File: src/rtl/multicycle_control_pkg.sv
// rtl/multicycle_control_pkg.sv - shared opcodes, ALU codes and state encodings for the multi-cycle control FSM
package multicycle_control_pkg;

  localparam int MEM_TIMEOUT_DEF = 16;
  localparam int OPW_DEF         = 6;

  localparam logic [5:0] OP_RTYPE = 6'b100000;
  localparam logic [5:0] OP_ADDI  = 6'b110000;
  localparam logic [5:0] OP_ANDI  = 6'b110010;
  localparam logic [5:0] OP_ORI   = 6'b110011;
  localparam logic [5:0] OP_LW    = 6'b001111;
  localparam logic [5:0] OP_SW    = 6'b011111;
  localparam logic [5:0] OP_BEQ   = 6'b010000;
  localparam logic [5:0] OP_BNE   = 6'b010001;

  localparam logic [3:0] ALU_ADD = 4'b0000;
  localparam logic [3:0] ALU_SUB = 4'b0001;
  localparam logic [3:0] ALU_AND = 4'b0010;
  localparam logic [3:0] ALU_OR  = 4'b0011;

  localparam logic [3:0] ST_IF     = 4'd0;
  localparam logic [3:0] ST_DEC    = 4'd1;
  localparam logic [3:0] ST_EX     = 4'd2;
  localparam logic [3:0] ST_EX_BR  = 4'd3;
  localparam logic [3:0] ST_MEM_RD = 4'd4;
  localparam logic [3:0] ST_MEM_WR = 4'd5;
  localparam logic [3:0] ST_WB_ALU = 4'd6;
  localparam logic [3:0] ST_WB_MEM = 4'd7;

  typedef enum logic [3:0] {
    S_IF     = ST_IF,
    S_DEC    = ST_DEC,
    S_EX     = ST_EX,
    S_EX_BR  = ST_EX_BR,
    S_MEM_RD = ST_MEM_RD,
    S_MEM_WR = ST_MEM_WR,
    S_WB_ALU = ST_WB_ALU,
    S_WB_MEM = ST_WB_MEM
  } state_t;

  // One-hot instruction class; all-zero never occurs (unknown opcodes set nop)
  typedef struct packed {
    logic rtype;
    logic imm;
    logic lw;
    logic sw;
    logic beq;
    logic bne;
    logic nop;
  } op_class_t;

endpackage

File: src/rtl/multicycle_control_opcode_decoder.sv
// rtl/multicycle_control_opcode_decoder.sv - maps the IR opcode to an instruction class and ALU operation
module multicycle_control_opcode_decoder
  import multicycle_control_pkg::*;
#(
  parameter int OPW = OPW_DEF
) (
  input  logic [31:0] instr_i,
  output op_class_t   cls_o,
  output logic [3:0]  alu_func_o
);

  logic [OPW-1:0] opcode;
  logic           unused_instr;

  assign opcode       = instr_i[31 -: OPW];
  assign unused_instr = ^instr_i[31-OPW:4];

  // Class flags and ALU code; anything unrecognised is a NOP
  always_comb begin
    cls_o      = '0;
    alu_func_o = ALU_ADD;
    case (opcode)
      OPW'(OP_RTYPE): begin
        cls_o.rtype = 1'b1;
        alu_func_o  = instr_i[3:0];
      end
      OPW'(OP_ADDI): begin
        cls_o.imm  = 1'b1;
        alu_func_o = ALU_ADD;
      end
      OPW'(OP_ANDI): begin
        cls_o.imm  = 1'b1;
        alu_func_o = ALU_AND;
      end
      OPW'(OP_ORI): begin
        cls_o.imm  = 1'b1;
        alu_func_o = ALU_OR;
      end
      OPW'(OP_LW): begin
        cls_o.lw   = 1'b1;
        alu_func_o = ALU_ADD;
      end
      OPW'(OP_SW): begin
        cls_o.sw   = 1'b1;
        alu_func_o = ALU_ADD;
      end
      OPW'(OP_BEQ): begin
        cls_o.beq  = 1'b1;
        alu_func_o = ALU_SUB;
      end
      OPW'(OP_BNE): begin
        cls_o.bne  = 1'b1;
        alu_func_o = ALU_SUB;
      end
      default: cls_o.nop = 1'b1;
    endcase
  end

endmodule

File: src/rtl/multicycle_control.sv
// rtl/multicycle_control.sv - multi-cycle datapath control FSM with memory handshake and timeout guard
module multicycle_control
  import multicycle_control_pkg::*;
#(
  parameter int MEM_TIMEOUT = MEM_TIMEOUT_DEF,
  parameter int OPW         = OPW_DEF
) (
  input  logic        CLK,
  input  logic        RST_N,
  input  logic [31:0] Instr,
  input  logic        ALU_zero,
  input  logic        MEM_ACK,
  output logic        IR_WE,
  output logic        AB_WE,
  output logic        ALUOUT_WE,
  output logic        MDR_WE,
  output logic        RF_WE,
  output logic        RF_WrData_sel,
  output logic        RF_B_sel,
  output logic        ALU_Bin_sel,
  output logic [3:0]  ALU_func,
  output logic        PC_sel,
  output logic        PC_LdEn,
  output logic        MEM_REQ,
  output logic        MEM_WE,
  output logic        MEM_ERR,
  output logic [3:0]  State
);

  localparam int CW = $clog2(MEM_TIMEOUT + 1);

  state_t          state_q, state_d;
  logic [CW-1:0]   wait_q, wait_d;
  logic            err_q, err_d;

  op_class_t       cls;
  logic [3:0]      dec_func;
  logic            in_mem;
  logic            timeout;

  logic ir_we, ab_we, aluout_we, mdr_we, rf_we;
  logic rf_wrdata_sel, rf_b_sel, alu_bin_sel;
  logic [3:0] alu_func;
  logic pc_sel, pc_lden, mem_req, mem_we;

  multicycle_control_opcode_decoder #(
    .OPW(OPW)
  ) u_dec (
    .instr_i    (Instr),
    .cls_o      (cls),
    .alu_func_o (dec_func)
  );

  assign in_mem  = (state_q == S_MEM_RD) || (state_q == S_MEM_WR);
  // Last permitted wait cycle; an ACK here still wins
  assign timeout = in_mem && !MEM_ACK && (wait_q == CW'(MEM_TIMEOUT - 1));

  // State register, memory wait counter and sticky timeout flag
  always_ff @(posedge CLK or negedge RST_N) begin
    if (!RST_N) begin
      state_q <= S_IF;
      wait_q  <= '0;
      err_q   <= 1'b0;
    end else begin
      state_q <= state_d;
      wait_q  <= wait_d;
      err_q   <= err_d;
    end
  end

  // Next state and control decode; Mealy terms only in EX_BR and MEM_*
  always_comb begin
    state_d       = state_q;
    wait_d        = '0;
    err_d         = err_q | timeout;
    ir_we         = 1'b0;
    ab_we         = 1'b0;
    aluout_we     = 1'b0;
    mdr_we        = 1'b0;
    rf_we         = 1'b0;
    rf_wrdata_sel = 1'b0;
    rf_b_sel      = 1'b0;
    alu_bin_sel   = 1'b0;
    alu_func      = ALU_ADD;
    pc_sel        = 1'b0;
    pc_lden       = 1'b0;
    mem_req       = 1'b0;
    mem_we        = 1'b0;
    case (state_q)
      S_IF: begin
        ir_we   = 1'b1;
        state_d = S_DEC;
      end
      S_DEC: begin
        ab_we    = 1'b1;
        rf_b_sel = cls.sw | cls.beq | cls.bne;
        if (cls.nop) begin
          pc_lden = 1'b1;
          state_d = S_IF;
        end else if (cls.beq || cls.bne) begin
          state_d = S_EX_BR;
        end else begin
          state_d = S_EX;
        end
      end
      S_EX: begin
        aluout_we   = 1'b1;
        alu_bin_sel = cls.imm | cls.lw | cls.sw;
        alu_func    = dec_func;
        if (cls.lw)      state_d = S_MEM_RD;
        else if (cls.sw) state_d = S_MEM_WR;
        else             state_d = S_WB_ALU;
      end
      S_EX_BR: begin
        pc_lden  = 1'b1;
        alu_func = dec_func;
        pc_sel   = cls.beq ? ALU_zero : ~ALU_zero;
        state_d  = S_IF;
      end
      S_MEM_RD: begin
        mem_req = 1'b1;
        mdr_we  = MEM_ACK;
        if (MEM_ACK) begin
          state_d = S_WB_MEM;
        end else if (timeout) begin
          pc_lden = 1'b1;
          state_d = S_IF;
        end else begin
          wait_d = wait_q + 1'b1;
        end
      end
      S_MEM_WR: begin
        mem_req = 1'b1;
        mem_we  = 1'b1;
        if (MEM_ACK || timeout) begin
          pc_lden = 1'b1;
          state_d = S_IF;
        end else begin
          wait_d = wait_q + 1'b1;
        end
      end
      S_WB_ALU: begin
        rf_we   = 1'b1;
        pc_lden = 1'b1;
        state_d = S_IF;
      end
      S_WB_MEM: begin
        rf_we         = 1'b1;
        rf_wrdata_sel = 1'b1;
        pc_lden       = 1'b1;
        state_d       = S_IF;
      end
      default: state_d = S_IF;
    endcase
  end

  // Hold every control low while reset is asserted, including IF's IR_WE
  assign IR_WE         = ir_we & RST_N;
  assign AB_WE         = ab_we & RST_N;
  assign ALUOUT_WE     = aluout_we & RST_N;
  assign MDR_WE        = mdr_we & RST_N;
  assign RF_WE         = rf_we & RST_N;
  assign RF_WrData_sel = rf_wrdata_sel & RST_N;
  assign RF_B_sel      = rf_b_sel & RST_N;
  assign ALU_Bin_sel   = alu_bin_sel & RST_N;
  assign ALU_func      = RST_N ? alu_func : 4'd0;
  assign PC_sel        = pc_sel & RST_N;
  assign PC_LdEn       = pc_lden & RST_N;
  assign MEM_REQ       = mem_req & RST_N;
  assign MEM_WE        = mem_we & RST_N;
  assign MEM_ERR       = err_q;
  assign State         = state_q;

endmodule

File: config.mk
export PLATFORM = sky130hd
export DESIGN_NAME = multicycle_control
export DESIGN_NICKNAME = d
export VERILOG_FILES = /design/src/rtl/multicycle_control_pkg.sv /design/src/rtl/multicycle_control_opcode_decoder.sv /design/src/rtl/multicycle_control.sv
export SDC_FILE = /design/constraint.sdc
export NUM_CORES = 1
export LEC_CHECK = 0
export ABC_AREA = 1
export ABC_CLOCK_PERIOD_IN_PS = 1460
export CORE_ASPECT_RATIO = 0.7
export CORE_MARGIN = 3
export CORE_UTILIZATION = 36
export CTS_BUF_LIST = sky130_fd_sc_hd__clkbuf_8
export DETAILED_ROUTE_END_ITERATION = 7
export GPL_TIMING_DRIVEN = 0
export PLACE_DENSITY = 0.82
export SYNTH_ARGS = -nofsm -noshare
export SYNTH_HDL_FRONTEND = slang
export SYNTH_HIERARCHICAL = 1
export SYNTH_SLANG_ARGS = --single-unit
File: constraint.sdc
create_clock -name CLK -period 1.46 [get_ports CLK]
set_input_delay 0.146 -clock CLK [delete_from_list [all_inputs] [get_ports CLK]]
set_output_delay 0.146 -clock CLK [all_outputs]
set_load 0.02 [all_outputs]
==> flow_summary.toml <==
[run_status]
status = "finished, violations left"
failed_checks = "setup timing"

[layout]
layout_common_cells = "31 x buf_4, 23 x inv_1, 15 x nand2_1, 15 x nor2_1"
diodes = 0
seqCellArea_um2 = 228
syn_to_final_growth_pct = 86.8
fin_nets = 227
final_util_pct = 75.9
multi_input_area_um2 = 624
final_layout_size_suffix_gt1_share_pct = 52.7
final_common_cell = "buf_4"
n_fill_cell = 143

[global_routing]
use_met3_pct = 3.70
grt_busiest_layer = "met2"
grt_max_degree = 10
grt_overflow_total = 0
grt_pass1_vias = 1009
use_met1_pct = 23.5
grt_use_met2_pct = 43.9
grt_pass1_wl_um = 4710
antenna_found_initial = 0
gr-usage-all-layers_pct = 21.5

[power_and_ir_drop]
p_comb_share_pct = 66.9
p_sw_mw = 0.923
p_total_mw = 2.01
power_density_nw_per_um2 = 1320
p_leak_nw = 0.796
p_int_mw = 1.08
vdd_drop_max_uv = 536
pwr-share-clk_pct = 15.5
pwr-share-seq_pct = 17.5
switching_share_pct = 46.0

[synthesis]
ys_seq_area_share_pct = 27.7
synthesis.nets = 167
ys_types = 25
mappedNetlistArea_um2 = 813
yosys_warnings = 6
avgSynthCellArea_um2 = 6.30
netlist_instances = 129
synth-seq-cells = 9

[drt]
vias = 1140
final_antenna_net_count = 0
drtIter0Drc = 77
dr.pass1.iters = 4
drc = 0
viasPerCell = 5.23
wl_per_cell_um = 17.2
routed_wl_um = 3740

[job]
maxCapViolCount = 0

[cts]
cts-buffers-inserted = 3
root_buffer = "clkbuf_8"
insertion_delay_ns = 0.25
clock_path_buffers = 2
htreeDepth = 1
cts_tree = "done"
cts.clk_slew.worst_paths_ns = 0.05
clkSinkCount = 9

[floorplanning]
initial_utilization_pct = 40.7
core.rowCount = 13
die_w_um = 62.8
core_um2 = 2000
die-area_um2 = 2870
die_y_um = 45.8
io_pins = 57

[timing]
rsz0062_at_grt = "true"
max_freq_mhz = 540
hold_slack_ns = 0.463
finalHoldViolations = 0
setup_viol = 15
finalCritPeriodShare_pct = 127
period_needed_ns = 1.85
setup-tns-final_ns = -1.01
slew_violations = 0
clock_skew_ns = 0.00522
setup_slack_ns = -0.393

[place]
place_congestion = 0.818
dp_hpwl_um = 1900
io_buffers = 33

[setup_path]
required_ns = 1.31
endpoint_kind = "output port"
path_class = "reg2out"
arrival_ns = 1.71
crit_fanout = 2
startpoint_type = "register"

[worst_hold_path]
worst_hold_path_type = "in2reg"
-- final timing paths --
check / endpoint / startpoint / cells after the start / slack, ns
max: PC_LdEn / wait_q[0] / 10 / -0.39
min: State[0] / Instr[30] / 6 / 0.46
max reg2reg: wait_q[2] / wait_q[0] / 9 / -0.04
min reg2reg: MEM_ERR / MEM_ERR / 1 / 0.49
max in group asynchronous: State[0] / RST_N / 2 / 0.58
min in group asynchronous: State[2] / RST_N / 2 / 0.55
-- cell families after synthesis --
| logic type | synth area share [%] |
|---|---|
| simple gates | 43.4 |
| buf+inv | 15.7 |
| flops | 27.7 |
| compound gates | 6.46 |
| xor+xnor | 3.23 |
| fa+ha+maj | 3.08 |
| other cells | 0.461 |
-- timing repair --
item / in CTS / in global routing
hold buffers: 1 / 0
resized for setup: 108 / 51
hold endpoints to repair: 9 / 0
pin swaps: 11 / 9
setup buffers: 10 / 11
setup endpoints to repair: 20 / 22
-- power groups by stage --
| stage | Sequential (mW) | Clock, mW | Combinational (mW) |
|---|---|---|---|
| 6_report | 0.352 | 0.312 | 1.34 |
| 5_1_grt | 0.355 | 0.329 | 1.41 |
| 2_1_floorplan | 0.381 | 0 | 0.425 |
| 3_5_place_dp | 0.345 | 0 | 0.759 |
| 4_1_cts | 0.355 | 0.295 | 0.906 |
| 3_3_place_gp | 0.343 | 0 | 0.744 |
-- registers in the layout, indices dropped and copies added, names as in the netlist --
| signal | flops |
|---|---|
| MEM_ERR | 1 |
| State | 3 |
| wait_q | 5 |
-- worst max-delay path, cell delays in order, from the launching register on --
cell and delay (ns):
dfrtp_1 0.38, ha_2 0.20, and3_4 0.19, ha_4 0.13, inv_4 0.04, nor2_4 0.08, nand3_2 0.09, nand3_2 0.09
nand2_1 0.06, inv_1 0.07, buf_6 0.12
-- layer usage --
layer	vias up	part of all wire, %
li1	510	-
met1	544	38
met2	67	52
met3	19	6.0
met4	0	4.2
met5	-	0
-- final cells by class --
type | count | share of cell area [%]
Buffer | 2 | 1.24
Clock buffer | 3 | 2.72
Clock inverter | 1 | 0.247
Inverter | 29 | 7.99
Multi-Input combinational cell | 89 | 41.1
Sequential cell | 9 | 15.0
Tap cell | 30 | 2.47
Timing Repair Buffer | 55 | 29.2
-- stage by stage --
step | instance area [um2] | setup WS (ns) | std cells
global route | 1520 | -0.422 | 218
finish | 1520 | -0.393 | 218
detailed placement | 1180 | -0.807 | 192
floorplan | 816 | 0.0177 | 129
CTS | 1360 | -0.257 | 207
global placement | 1180 | -0.782 | 192
-- cell usage after synthesis, drive strengths merged --
master   n  area share (%)
o21ai    1            0.61
buf      2             2.3
conb     1            0.46
dfrtp    9              28
o211ai   1            0.92
xor2     2             2.2
nand3   14             9.2
and3     1            0.77
ha       2             3.1
nand2   21              11
xnor2    1             1.1
a21o     1            0.92
or2      2             1.5
nor2    32              18
o21a     3             2.8
a21oi    2             1.2
inv     29              13
nor3     3             1.8
nand4    2             1.5
Power figures use the tool's default switching activity.
